$ cat src/rtl/adc_stats_accum.sv
// ADC slice statistics: windowed sum, average and dead-zone histogram.
// Window length, bin width and dead zone are latched at each window start.
module adc_stats_accum #(
  parameter int Nadc   = 8,
  parameter int Nrange = 4,
  parameter int Nsum   = 24
) (
  input  logic                      clk,
  input  logic                      rstb,
  input  logic                      en,
  input  logic signed [Nadc-1:0]    din,
  input  logic [Nrange-1:0]         Navg,
  input  logic [Nrange-1:0]         Nbin,
  input  logic [Nrange-1:0]         DZ,
  output logic signed [Nsum-1:0]    adcout_sum,
  output logic signed [Nadc-1:0]    adcout_avg,
  output logic [(2**Nrange)-1:0]    adcout_hist_center,
  output logic [(2**Nrange)-1:0]    adcout_hist_side,
  output logic                      upd
);

  localparam int HW = 2**Nrange;
  localparam int MW = Nadc + 1;
  localparam int LW = Nrange + 1;
  localparam int CW = (MW > LW) ? MW : LW;

  typedef enum logic [1:0] {
    IDLE,
    ACCUM,
    UPDATE
  } state_t;

  state_t state;
  state_t state_nxt;

  logic start;
  logic step;
  logic finish;

  logic [Nrange-1:0] nav_s;
  logic [Nrange-1:0] nbin_s;
  logic [Nrange-1:0] dz_s;

  logic signed [Nsum-1:0] acc;
  logic signed [Nsum-1:0] acc_nxt;
  logic [HW-1:0] cnt;
  logic [HW-1:0] cnt_last;
  logic [HW-1:0] ctr_c;
  logic [HW-1:0] ctr_s;
  logic [HW-1:0] ctr_c_nxt;
  logic [HW-1:0] ctr_s_nxt;

  logic [MW-1:0] din_x;
  logic [MW-1:0] mag;
  logic [LW-1:0] lim;
  logic          in_c;
  logic          in_s;
  logic          last;

  // One extra bit keeps |most-negative| representable.
  assign din_x = {din[Nadc-1], din};
  assign mag   = din[Nadc-1] ? -din_x : din_x;
  assign lim   = {1'b0, dz_s} + {1'b0, nbin_s};
  assign in_c  = CW'(mag) <= CW'(dz_s);
  assign in_s  = !in_c && (CW'(mag) <= CW'(lim));

  assign acc_nxt =
    acc + $signed({{(Nsum-Nadc){din[Nadc-1]}}, din});
  assign ctr_c_nxt = ctr_c + HW'(in_c);
  assign ctr_s_nxt = ctr_s + HW'(in_s);

  assign cnt_last = ~({HW{1'b1}} << nav_s);
  assign last     = (cnt == cnt_last);

  always_ff @(posedge clk or negedge rstb) begin
    if (!rstb) begin
      state <= IDLE;
    end else begin
      state <= state_nxt;
    end
  end

  always_comb begin
    state_nxt = state;
    start     = 1'b0;
    step      = 1'b0;
    finish    = 1'b0;
    unique case (state)
      IDLE: begin
        if (en) begin
          start     = 1'b1;
          state_nxt = ACCUM;
        end
      end
      ACCUM: begin
        if (!en) begin
          state_nxt = IDLE;
        end else begin
          step = 1'b1;
          if (last) begin
            finish    = 1'b1;
            state_nxt = UPDATE;
          end
        end
      end
      UPDATE: begin
        if (en) begin
          start     = 1'b1;
          state_nxt = ACCUM;
        end else begin
          state_nxt = IDLE;
        end
      end
      default: state_nxt = IDLE;
    endcase
  end

  always_ff @(posedge clk or negedge rstb) begin
    if (!rstb) begin
      nav_s  <= '0;
      nbin_s <= '0;
      dz_s   <= '0;
      acc    <= '0;
      cnt    <= '0;
      ctr_c  <= '0;
      ctr_s  <= '0;
    end else if (start) begin
      nav_s  <= Navg;
      nbin_s <= Nbin;
      dz_s   <= DZ;
      acc    <= '0;
      cnt    <= '0;
      ctr_c  <= '0;
      ctr_s  <= '0;
    end else if (step) begin
      acc   <= acc_nxt;
      cnt   <= cnt + 1'b1;
      ctr_c <= ctr_c_nxt;
      ctr_s <= ctr_s_nxt;
    end
  end

  // Results are taken from the last sample's sums so upd lands next cycle.
  always_ff @(posedge clk or negedge rstb) begin
    if (!rstb) begin
      adcout_sum         <= '0;
      adcout_avg         <= '0;
      adcout_hist_center <= '0;
      adcout_hist_side   <= '0;
      upd                <= 1'b0;
    end else begin
      upd <= finish;
      if (finish) begin
        adcout_sum         <= acc_nxt;
        adcout_avg         <= Nadc'(acc_nxt >>> nav_s);
        adcout_hist_center <= ctr_c_nxt;
        adcout_hist_side   <= ctr_s_nxt;
      end
    end
  end

endmodule

$ cat config.mk
export PLATFORM = sky130hd
export DESIGN_NAME = adc_stats_accum
export DESIGN_NICKNAME = d
export VERILOG_FILES = /design/src/rtl/adc_stats_accum.sv
export SDC_FILE = /design/constraint.sdc
export NUM_CORES = 1
export LEC_CHECK = 0
export BUFFER_PORTS_ARGS = -buffer_cell sky130_fd_sc_hd__buf_2
export CAP_MARGIN = 25
export CORE_MARGIN = 1
export CORE_UTILIZATION = 30
export CTS_CLUSTER_DIAMETER = 60
export CTS_CLUSTER_SIZE = 16
export DETAILED_ROUTE_END_ITERATION = 16
export PLACE_DENSITY = 0.55
export SYNTH_ARGS = -nofsm -noshare
export SYNTH_HDL_FRONTEND = slang
export SYNTH_SLANG_ARGS = --single-unit
$ cat constraint.sdc
create_clock -name clk -period 3.66 [get_ports clk]
set_clock_uncertainty 0.05 [all_clocks]
set_input_delay 0.549 -clock clk [delete_from_list [all_inputs] [get_ports clk]]
set_output_delay 0.549 -clock clk [all_outputs]
set_load 0.005 [all_outputs]
==> results.md, run 1 <==
- Max cap viols: 0
- Dpl ws: -0.489 ns
- Hold Crit Class: primary input to asynchronous set/reset pin
- Multiplexer share of the synthesized area: 4.22%
- Synthesized area: 9300 um2
- Vias in the first global route: 8209
- Final-report setup violation count: 5
- Starting Density: 30.4%
- DRC Markers: 0
- Syn avg cell area: 8.63 um2
- Total chip power: 7.76 mW
- Adder-cell share of the synthesized area: 5.92%
- Dpl hpwl: 19.3 mm
- Crit-path cells: ha_2 -> inv_2 -> fa_2 -> ha_4 -> nor2b_4 -> o21ai_1 -> maj3_2 -> o22ai_2 -> nor3_2 -> ha_2 -> ha_4 -> and3_4 -> and3_4 -> and3_4 -> and3_4 -> a31oi_1 -> o21ai_1 -> o31ai_1
- Most used flip-flop cell after synthesis: dfrtp_1
- Final Max Slew Viols: 0
- Fin crit period: 3.69 ns
- Syn. warnings: 0
- Die height: 178 um
- Sw Ratio: 40.2%
- # nets final: 1301
- Die ar.: 31700 um2
- Vias/cell: 5.16
- Ant. Diodes: 0
- Drt total wl: 27.1 mm
- Drt first-iter violations: 638
- CTS sink count: 151
- Gate count of the mapped netlist: 1078
- Slowest stage cell on the critical path: fa_2
- Ys async rst share: 100%
- Critical path class: flop to flop
- Clock Tree Buf Depth: 2
- Met1 WL: 12.8 mm
- Worst EP arrival: 3.94 ns
- CP required: 3.91 ns
- Post-synth EDFFs: 0
- Total CTS buffers: 17
- Synth Area in Compound Gates: 20.3%
- Htree depth: 4
- Actual slew at the worst max-slew pin: 0.988 ns
- Post-synthesis sequential area ratio: 40.6%
- Pre-antenna DRT Iters: 7
- Fillers: 3079
- Synthesis-to-layout area growth: 27.5%
- Largest family of logic cells by synthesized area: compound AO/OA/AOI/OAI gates
- Sw Pwr: 3.12 mW
- Die outline width: 178 um
- Fraction of layout instances using a drive strength above 1: 26.0%
- Critical Path Source Type: flop
- Logic pwr share: 49.0%
- Final Hold Vio Count: 0
- PortBufs: 87
- Fin util: 38.8%
- CP peak stage delay: 0.54 ns
- Critical path capture point type: flop
- Cts hold-fix bufs: 0
- CORE AREA: 30600 um2
- RSZ-0062 raised after global routing: yes
- DR top layer: met4
- I/O pin count: 88
- CTS tree: done
- Cell area after layout: 11900 um2
- LEAKAGE: 5.41 nW
- Routability Congestion: 0.849
- Pwr dens: 654 nW/um2
- Seq pwr share: 26.5%
- F_max: 271 MHz
- Worst Slack Setup Final: -0.0263 ns
- Met2 WL: 12.4 mm
- Clock-pin slew on the worst setup and hold paths: 0.08 ns
- Simple-gate area share of the yosys netlist: 20.0%
- WL/cell: 16.5 um
- #FFs+latches synth: 151
- Distinct cells, synth: 71
- Synthesized Nets: 1143
- Largest net degree at the start of global routing: 105
- Initial antenna violation count: 0
- Xor and xnor area share after synthesis: 5.16%
- CTS root buf: clkbuf_16
- Core Rows: 64
- Failing checks: negative setup slack
- Clock group share of total power: 24.5%
- Hold slack: 0.0900 ns
- Routed via count: 8482
- Internal power: 4.64 mW
- Peak supply drop: 0.440 mV
- First-pass GRT wire length: 44.3 mm
- CP dominant cell by count: and3_4
- Status: complete, but fails checks
- Total GRT Usage: 17.9%
- Max-slew headroom at the worst pin: 34.1%
- Met3 wire len: 1.11 mm
- Worst-path fanout max: 6
- Final worst-path cycle share: 101%
- Clock latency on the worst-skew pair: 0.45 ns
- GR Overflow Total: 0
- Post-DP Area: 10900 um2
- Post-DRT Antenna Nets: 0
-- placed cells by master, fill, tap and decap left out, drive strengths merged, types with 26 or more instances in the layout --
cell type	instances
a21oi	46
and3	26
buf	207
dfrtp	151
ha	40
inv	28
nand2	174
nand3	67
nor2	52
o21ai	157
xnor2	31
-- power by group through the flow --
stage	clock network (mW)	registers (mW)	logic, mW
5_1_grt	2.03	2.08	4.16
4_1_cts	1.96	2.06	3.73
3_5_place_dp	0	2.08	3.64
3_3_place_gp	0	2.08	3.62
6_report	1.90	2.05	3.80
2_1_floorplan	0	2.02	2.20
-- worst max-delay path: cells and delay by family (launching register included) --
kind	cells	cell delay [ns]
fa+ha+maj	6	1.53
flops	1	0.35
buf+inv	1	0.04
compound gates	5	0.51
simple gates	6	1.05
-- path summary, 6_finish.rpt --
| kind | to | depth (start not counted) | from | slack (ns) |
|---|---|---|---|---|
| max | ctr_s[14] | 18 | nbin_s[0] | -0.03 |
| min | adcout_hist_side[4] | 1 | rstb | 0.09 |
| max reg2reg | ctr_s[14] | 18 | nbin_s[0] | -0.03 |
| min reg2reg | adcout_hist_center[9] | 2 | adcout_hist_center[9] | 0.42 |
| max in group asynchronous | adcout_avg[4] | 2 | rstb | 2.57 |
| min in group clk | nbin_s[3] | 3 | Nbin[3] | 0.24 |
-- what timing repair did --
| action | 4_1_cts | 5_1_grt |
|---|---|---|
| buffers inserted | 5 | 8 |
| gates resized for setup | 26 | 26 |
| endpoints found under the setup margin | 14 | 26 |
| pin swaps | 22 | 23 |
-- stage by stage --
step	setup TNS, ns	cells
floorplan	-0.809	1078
global placement	-7.43	1600
detailed placement	-8.96	1600
CTS	-0.656	1637
global route	-2.55	1645
finish	-0.0899	1645
-- cells in the mapped netlist, types with 20 or more instances --
| master | number | area share, % |
|---|---|---|
| a21oi_1 | 46 | 2.5 |
| and3_1 | 26 | 1.7 |
| clkbuf_1 | 54 | 2.2 |
| dfrtp_1 | 151 | 41 |
| ha_1 | 40 | 5.4 |
| inv_1 | 21 | 0.85 |
| nand2_1 | 173 | 7.0 |
| nand3_1 | 66 | 3.6 |
| nor2_1 | 52 | 2.1 |
| nor3_1 | 20 | 1.1 |
| o21ai_0 | 156 | 8.4 |
| xnor2_1 | 31 | 2.9 |
| xor2_1 | 22 | 2.1 |
-- registers in the layout, summed over array words and instances (netlist names) --
signal	count
ctr_c	16
adcout_hist_center	16
state	2
acc	24
adcout_hist_side	16
dz_s	4
upd	1
adcout_sum	24
adcout_avg	8
ctr_s	16
nav_s	4
cnt	16
nbin_s	4
-- metal layers --
metal	up-vias	global-route usage, %
met1	4057	24.0
li1	4203	-
met3	44	3.37
met2	178	28.4
met4	0	6.84
met5	-	0
-- logic make-up (layout without fill, tap and decap cells) --
| logic type | Yosys count | count (layout) |
|---|---|---|
| buf+inv | 92 | 263 |
| mux | 28 | 28 |
| simple gates | 399 | 399 |
| compound gates | 311 | 311 |
| xor+xnor | 54 | 54 |
| flops | 151 | 151 |
| fa+ha+maj | 43 | 43 |
-- area by class of cell --
| class | count | area (um2) | area share (%) |
|---|---|---|---|
| Multi-Input combinational cell | 835 | 5510 | 46.5 |
| Sequential cell | 151 | 3780 | 31.9 |
| Timing Repair Buffer | 207 | 1360 | 11.4 |
| Tap cell | 396 | 495 | 4.18 |
| Clock buffer | 18 | 439 | 3.70 |
| Clock inverter | 14 | 186 | 1.57 |
| Inverter | 24 | 92.6 | 0.781 |
Power figures use the tool's default switching activity.
==> run 2, diff against run 1 <==
--- a/config.mk
+++ b/config.mk
@@ -13,6 +13,7 @@
 export CTS_CLUSTER_SIZE = 16
 export DETAILED_ROUTE_END_ITERATION = 16
 export PLACE_DENSITY = 0.55
+export REMOVE_ABC_BUFFERS = 1
 export SYNTH_ARGS = -nofsm -noshare
 export SYNTH_HDL_FRONTEND = slang
 export SYNTH_SLANG_ARGS = --single-unit
==> results.md, run 2 (same netlist as run 1, synthesis figures left out) <==
- Status: complete, but fails checks (unchanged)
- Failing checks: negative setup slack (unchanged)
- F_max: 262 MHz (was 271 MHz)
- RSZ-0062 raised after global routing: yes (unchanged)
- CP required: 3.92 ns (was 3.91 ns)
- Cts hold-fix bufs: 0 (unchanged)
- Fillers: 3150 (was 3079)
- Max cap viols: 0 (unchanged)
- Clock latency on the worst-skew pair: 0.44 ns (was 0.45 ns)
- Total CTS buffers: 17 (unchanged)
- Ant. Diodes: 0 (unchanged)
- Actual slew at the worst max-slew pin: 0.716 ns (was 0.988 ns)
- Routability Congestion: 0.890 (was 0.849)
- Routed via count: 8614 (was 8482)
- Die height: 178 um (unchanged)
- WL/cell: 16.5 um (about the same)
- Pre-antenna DRT Iters: 5 (was 7)
- Final Max Slew Viols: 0 (unchanged)
- Hold slack: 0.0907 ns (was 0.0900 ns)
- DRC Markers: 0 (unchanged)
- Final worst-path cycle share: 104% (was 101%)
- Hold Crit Class: primary input to asynchronous set/reset pin (unchanged)
- Total GRT Usage: 18.1% (was 17.9%)
- Starting Density: 30.4% (unchanged)
- Largest regs: acc: 24 flops, adcout_sum: 24 flops (unchanged)
- Dpl ws: -0.731 ns (was -0.489 ns)
- CTS tree: done (unchanged)
- CP peak stage delay: 0.55 ns (was 0.54 ns)
- Drt first-iter violations: 479 (was 638)
- Synthesis-to-layout area growth: 28.1% (was 27.5%)
- Peak supply drop: 0.327 mV (was 0.440 mV)
- Final-report setup violation count: 13 (was 5)
- Fraction of layout instances using a drive strength above 1: 26.7% (was 26.0%)
- First-pass GRT wire length: 45.0 mm (was 44.3 mm)
- CORE AREA: 30600 um2 (unchanged)
- Commonest non-fill, non-tap cell in the layout: nand2_1 (unchanged)
- Worst EP arrival: 4.07 ns (was 3.94 ns)
- Most frequent cells in the layout: 171 x nand2_1, 151 x dfrtp_1, 134 x o21ai_0, 134 x buf_4, 86 x buf_2 (was 171 x nand2_1, 151 x dfrtp_1, 132 x o21ai_0, 118 x buf_4, 85 x buf_2)
- I/O pin count: 88 (unchanged)
- GR Overflow Total: 0 (unchanged)
- Max-slew headroom at the worst pin: 52.3% (was 34.1%)
- Post-DRT Antenna Nets: 0 (unchanged)
- Critical path capture point type: flop (unchanged)
- Die ar.: 31700 um2 (unchanged)
- CTS root buf: clkbuf_16 (unchanged)
- Vias/cell: 5.18 (was 5.16)
- Critical path class: flop to flop (unchanged)
- # nets final: 1321 (was 1301)
- Worst Slack Setup Final: -0.152 ns (was -0.0263 ns)
- Largest net degree at the start of global routing: 105 (unchanged)
- Htree depth: 4 (unchanged)
- Drt total wl: 27.4 mm (was 27.1 mm)
- Core Rows: 64 (unchanged)
- Initial antenna violation count: 0 (unchanged)
- Crit-path cells: ha_2 -> inv_2 -> fa_2 -> ha_4 -> nor2b_1 -> o21ai_1 -> maj3_2 -> o22ai_2 -> nor3_2 -> ha_2 -> ha_4 -> and3_4 -> and3_4 -> and3_4 -> and3_4 -> a31oi_1 -> o21ai_1 -> o31ai_4 (was ha_2 -> inv_2 -> fa_2 -> ha_4 -> nor2b_4 -> o21ai_1 -> maj3_2 -> o22ai_2 -> nor3_2 -> ha_2 -> ha_4 -> and3_4 -> and3_4 -> and3_4 -> and3_4 -> a31oi_1 -> o21ai_1 -> o31ai_1)
- Fin crit period: 3.81 ns (was 3.69 ns)
- Clock Tree Buf Depth: 2 (unchanged)
- Slowest stage cell on the critical path: fa_2 (unchanged)
- Vias in the first global route: 8374 (was 8209)
- CP dominant cell by count: and3_4 (unchanged)
- Clock-pin slew on the worst setup and hold paths: 0.07 ns (was 0.08 ns)
- Critical Path Source Type: flop (unchanged)
- Dpl hpwl: 19.4 mm (was 19.3 mm)
- PortBufs: 87 (unchanged)
- CTS sink count: 151 (unchanged)
- Worst-path fanout max: 6 (unchanged)
- Die outline width: 178 um (unchanged)
- Pwr dens: 645 nW/um2 (was 654 nW/um2)
- LEAKAGE: 5.48 nW (was 5.41 nW)
- Final Hold Vio Count: 0 (unchanged)
==> run 2: cell count changes in the layout (fill, tap and decap cells not counted), moves of 2 or more <==
| cell | before | now |
|---|---|---|
| o21ai_0 | 132 | 134 |
| clkinvlp_4 | 1 | 3 |
| bufinv_16 | 3 | 1 |
| o21ai_2 | 4 | 2 |
| buf_12 | 0 | 2 |
| buf_4 | 118 | 134 |
==> run 2: metrics by stage <==
| stage | utilization, % | power (mW) | cells | instance area [um2] | TNS [ns] |
|---|---|---|---|---|---|
| global route | 39.0 | 8.22 | 1664 | 11900 | -3.73 |
| global placement | 35.9 | 5.80 | 1622 | 11000 | -19.85 |
| floorplan | - | 4.15 | 1010 | 9030 | -7.76 |
| CTS | 38.3 | 7.67 | 1657 | 11700 | -2.16 |
| finish | 39.0 | 7.68 | 1664 | 11900 | -0.908 |
| detailed placement | 35.9 | 5.82 | 1622 | 11000 | -18.91 |
==> run 2: critical path, delay by kind of cell, from the launching register on <==
kind	cells	cell delay, ns
flip-flops	1	0.37
AND/OR/NAND/NOR	6	1.06
adder cells (fa/ha/maj)	6	1.55
AO/OA/AOI/OAI	5	0.62
buffers and inverters	1	0.04
==> run 2: per-layer routing <==
metal	track usage, %	vias to the layer above	share of wire [%]
met2	29.0	206	46
met5	0	-	0
li1	-	4256	-
met4	5.34	0	1.7
met1	24.3	4118	47
met3	3.69	34	4.8
==> run 2: cell type report <==
class                   instances  area, um2  share of cell area (%)
multi-input cells             835       5450                    45.7
flip-flops and latches        151       3780                    31.7
clock buffers                  19        453                    3.80
clock inverters                12        118                   0.987
repair buffers                227       1530                    12.9
inverters                      24       90.1                   0.756
well taps                     396        495                    4.16
==> run 2: what timing repair did <==
action                                 in CTS  in global routing
resized for setup                          43                 44
endpoints found under the hold margin       0                  0
pin swaps                                  13                 25
setup buffers                               4                  7
gates cloned                                0                  0
setup endpoints to repair                  26                 31
==> run 2: final timing paths <==
path | to | slack (ns) | cells past startpoint | start
max in group asynchronous | adcout_avg[5] | 2.56 | 2 | rstb
min | adcout_hist_center[7] | 0.09 | 1 | rstb
min reg2reg | adcout_hist_center[13] | 0.42 | 2 | adcout_hist_center[13]
max | ctr_s[14] | -0.15 | 18 | nbin_s[0]
max reg2reg | ctr_s[14] | -0.15 | 18 | nbin_s[0]
min in group clk | dz_s[2] | 0.24 | 3 | DZ[2]
==> run 2: power by group <==
part           switching [mW]  leakage, nW  internal, mW
registers               0.189         2.05          1.88
logic                    2.09         3.15          1.77
clock network           0.774        0.274         0.978
total                    3.06         5.48          4.63
==> run 3, diff against run 2 <==
--- a/config.mk
+++ b/config.mk
@@ -12,7 +12,7 @@
 export CTS_CLUSTER_DIAMETER = 60
 export CTS_CLUSTER_SIZE = 16
 export DETAILED_ROUTE_END_ITERATION = 16
-export PLACE_DENSITY = 0.55
+export PLACE_DENSITY = 0.56
 export REMOVE_ABC_BUFFERS = 1
 export SYNTH_ARGS = -nofsm -noshare
 export SYNTH_HDL_FRONTEND = slang
==> results.md, run 3 (same netlist as run 1, synthesis figures left out) <==
- Critical Path Source Type: flop (unchanged)
- Drt total wl: 27.3 mm (was 27.4 mm)
- # nets final: 1324 (was 1321)
- I/O pin count: 88 (unchanged)
- Die outline width: 178 um (unchanged)
- Seq pwr share: 26.3% (was 27.0%)
- CTS root buf: clkbuf_16 (unchanged)
- Dpl hpwl: 19.3 mm (was 19.4 mm)
- Die ar.: 31700 um2 (unchanged)
- Status: complete, but fails checks (unchanged)
- LEAKAGE: 5.52 nW (was 5.48 nW)
- Sw Pwr: 3.08 mW (was 3.06 mW)
- Sw Ratio: 39.2% (was 39.8%)
- Dpl ws: -0.734 ns (was -0.731 ns)
- TNS Setup: -0.425 ns (was -0.908 ns)
- Worst-path fanout max: 6 (unchanged)
- CP required: 3.92 ns (about the same)
- Fraction of layout instances using a drive strength above 1: 27.0% (was 26.7%)
- Max-slew headroom at the worst pin: 46.9% (was 52.3%)
- DRC Markers: 0 (unchanged)
- Initial antenna violation count: 1 (was 0)
- Core Rows: 64 (unchanged)
- Multi-input gate area: 5480 um2 (was 5450 um2)
- Clock-pin slew on the worst setup and hold paths: 0.07 ns (about the same)
- Vias in the first global route: 8560 (was 8374)
- Clock group share of total power: 24.4% (was 22.8%)
- Worst Slack Setup Final: -0.0775 ns (was -0.152 ns)
- Routability Congestion: 0.901 (was 0.890)
- Total GRT Usage: 17.9% (was 18.1%)
- Hold Crit Class: primary input to asynchronous set/reset pin (unchanged)
- CTS sink count: 151 (unchanged)
- Commonest non-fill, non-tap cell in the layout: nand2_1 (unchanged)
- Routed via count: 8664 (was 8614)
- Logic pwr share: 49.2% (was 50.2%)
- Ant. Diodes: 0 (unchanged)
- Critical path class: flop to flop (unchanged)
- Final Max Slew Viols: 0 (unchanged)
- Placed Cells: 1626 (was 1622)
- Max cap viols: 0 (unchanged)
- Clock latency on the worst-skew pair: 0.44 ns (about the same)
- WL/cell: 16.4 um (was 16.5 um)
- Most frequent cells in the layout: 172 x nand2_1, 151 x dfrtp_1, 136 x buf_4, 130 x o21ai_0, 86 x buf_2 (was 171 x nand2_1, 151 x dfrtp_1, 134 x o21ai_0, 134 x buf_4, 86 x buf_2)
- Peak supply drop: 0.337 mV (was 0.327 mV)
- CTS tree: done (unchanged)
- Largest regs: acc: 24 flops, adcout_sum: 24 flops (unchanged)
- PortBufs: 87 (unchanged)
- Vias/cell: 5.19 (was 5.18)
- First-pass GRT wire length: 44.3 mm (was 45.0 mm)
- FF-to-FF setup slack: -0.08 ns (was -0.15 ns)
- F_max: 268 MHz (was 262 MHz)
- CORE AREA: 30600 um2 (unchanged)
- Actual slew at the worst max-slew pin: 0.797 ns (was 0.716 ns)
- Critical path capture point type: flop (unchanged)
- GR Overflow Total: 0 (unchanged)
- Final worst-path cycle share: 102% (was 104%)
- Post-DRT Antenna Nets: 0 (unchanged)
- Synthesis-to-layout area growth: 29.3% (was 28.1%)
- RSZ-0062 raised after global routing: yes (unchanged)
- Pre-antenna DRT Iters: 5 (unchanged)
- Hold slack: 0.0324 ns (was 0.0907 ns)
- Htree depth: 4 (unchanged)
- Final Hold Vio Count: 0 (unchanged)
- Largest net degree at the start of global routing: 105 (unchanged)
- Internal power: 4.78 mW (was 4.63 mW)
- Drt first-iter violations: 539 (was 479)
- Final-report setup violation count: 9 (was 13)
- Fin cells: 1668 (was 1664)
- Fillers: 3142 (was 3150)
- Clock Tree Buf Depth: 2 (unchanged)
- Pwr dens: 653 nW/um2 (was 645 nW/um2)
- Worst EP arrival: 4.00 ns (was 4.07 ns)
- Failing checks: negative setup slack (unchanged)
- Total CTS buffers: 17 (unchanged)
- Die height: 178 um (unchanged)
- Fin crit period: 3.74 ns (was 3.81 ns)
- Register area: 3780 um2 (unchanged)
- Starting Density: 30.4% (unchanged)
[run 3: changes by cell type in the layout (fill, tap and decap cells not counted), moves of 3 or more]
cell and change:
inv_1 +3, inv_2 -3, o21ai_0 -4, o21ai_2 +3
[run 3: final cells by class]
cell class                 count  area share [%]
clock buffer                  18            3.65
timing repair buffer         230            12.9
sequential                   151            31.4
clock inverter                14            1.57
tap                          396            4.12
multi-input combinational    835            45.6
inverter                      24           0.749
[run 3: layer usage]
metal,track usage (%),vias up,part of all wire [%]
li1,-,4250,-
met3,3.45,40,4.4
met2,28.7,209,47
met4,6.30,0,1.9
met1,23.8,4165,47
met5,0,-,0
[run 3: power by group through the flow]
stage	Clock, mW	Combinational (mW)	Sequential (mW)
final	1.92	3.87	2.07
after global routing	2.03	4.26	2.10
after CTS	1.97	3.77	2.07
after detailed placement	0	3.71	2.09
after global placement	0	3.69	2.09
after floorplan	0	2.08	2.07
[run 3: critical path, cell delays in order (launching register included)]
cell and delay, ns:
dfrtp_1 0.36, ha_2 0.19, inv_2 0.04, fa_2 0.33, inv_1 0.06, a21o_1 0.13
a21oi_2 0.06, ha_1 0.31, nand2_2 0.07, a211oi_2 0.22, o22ai_2 0.10, nor3_2 0.16
ha_2 0.26, ha_4 0.13, and3_4 0.18, and3_4 0.18, and3_4 0.18, and3_4 0.25
a31oi_1 0.11, o21ai_2 0.18, o31ai_4 0.09
[run 3: worst paths after layout]
check	startpoint	cells after the start	endpoint
min	rstb	1	adcout_hist_side[11]
max reg2reg	nbin_s[0]	20	ctr_s[14]
max in group asynchronous	rstb	2	adcout_avg[1]
min reg2reg	adcout_hist_side[6]	2	adcout_hist_side[6]
min in group clk	DZ[0]	3	dz_s[0]
max	nbin_s[0]	20	ctr_s[14]
[run 3: stage by stage]
stage / power [mW] / instance area [um2] / util [%]
floorplan: 4.15 / 9030 / -
finish: 7.85 / 12000 / 39.3
detailed placement: 5.81 / 11000 / 35.9
global route: 8.40 / 12000 / 39.3
CTS: 7.80 / 11800 / 38.7
global placement: 5.78 / 11000 / 35.9
[run 3: repair_timing]
action                                  CTS  global route
hold buffers                              0             0
pin swaps                                15            17
setup buffers                             9             4
resized for setup                        50            47
endpoints found under the setup margin   26            38
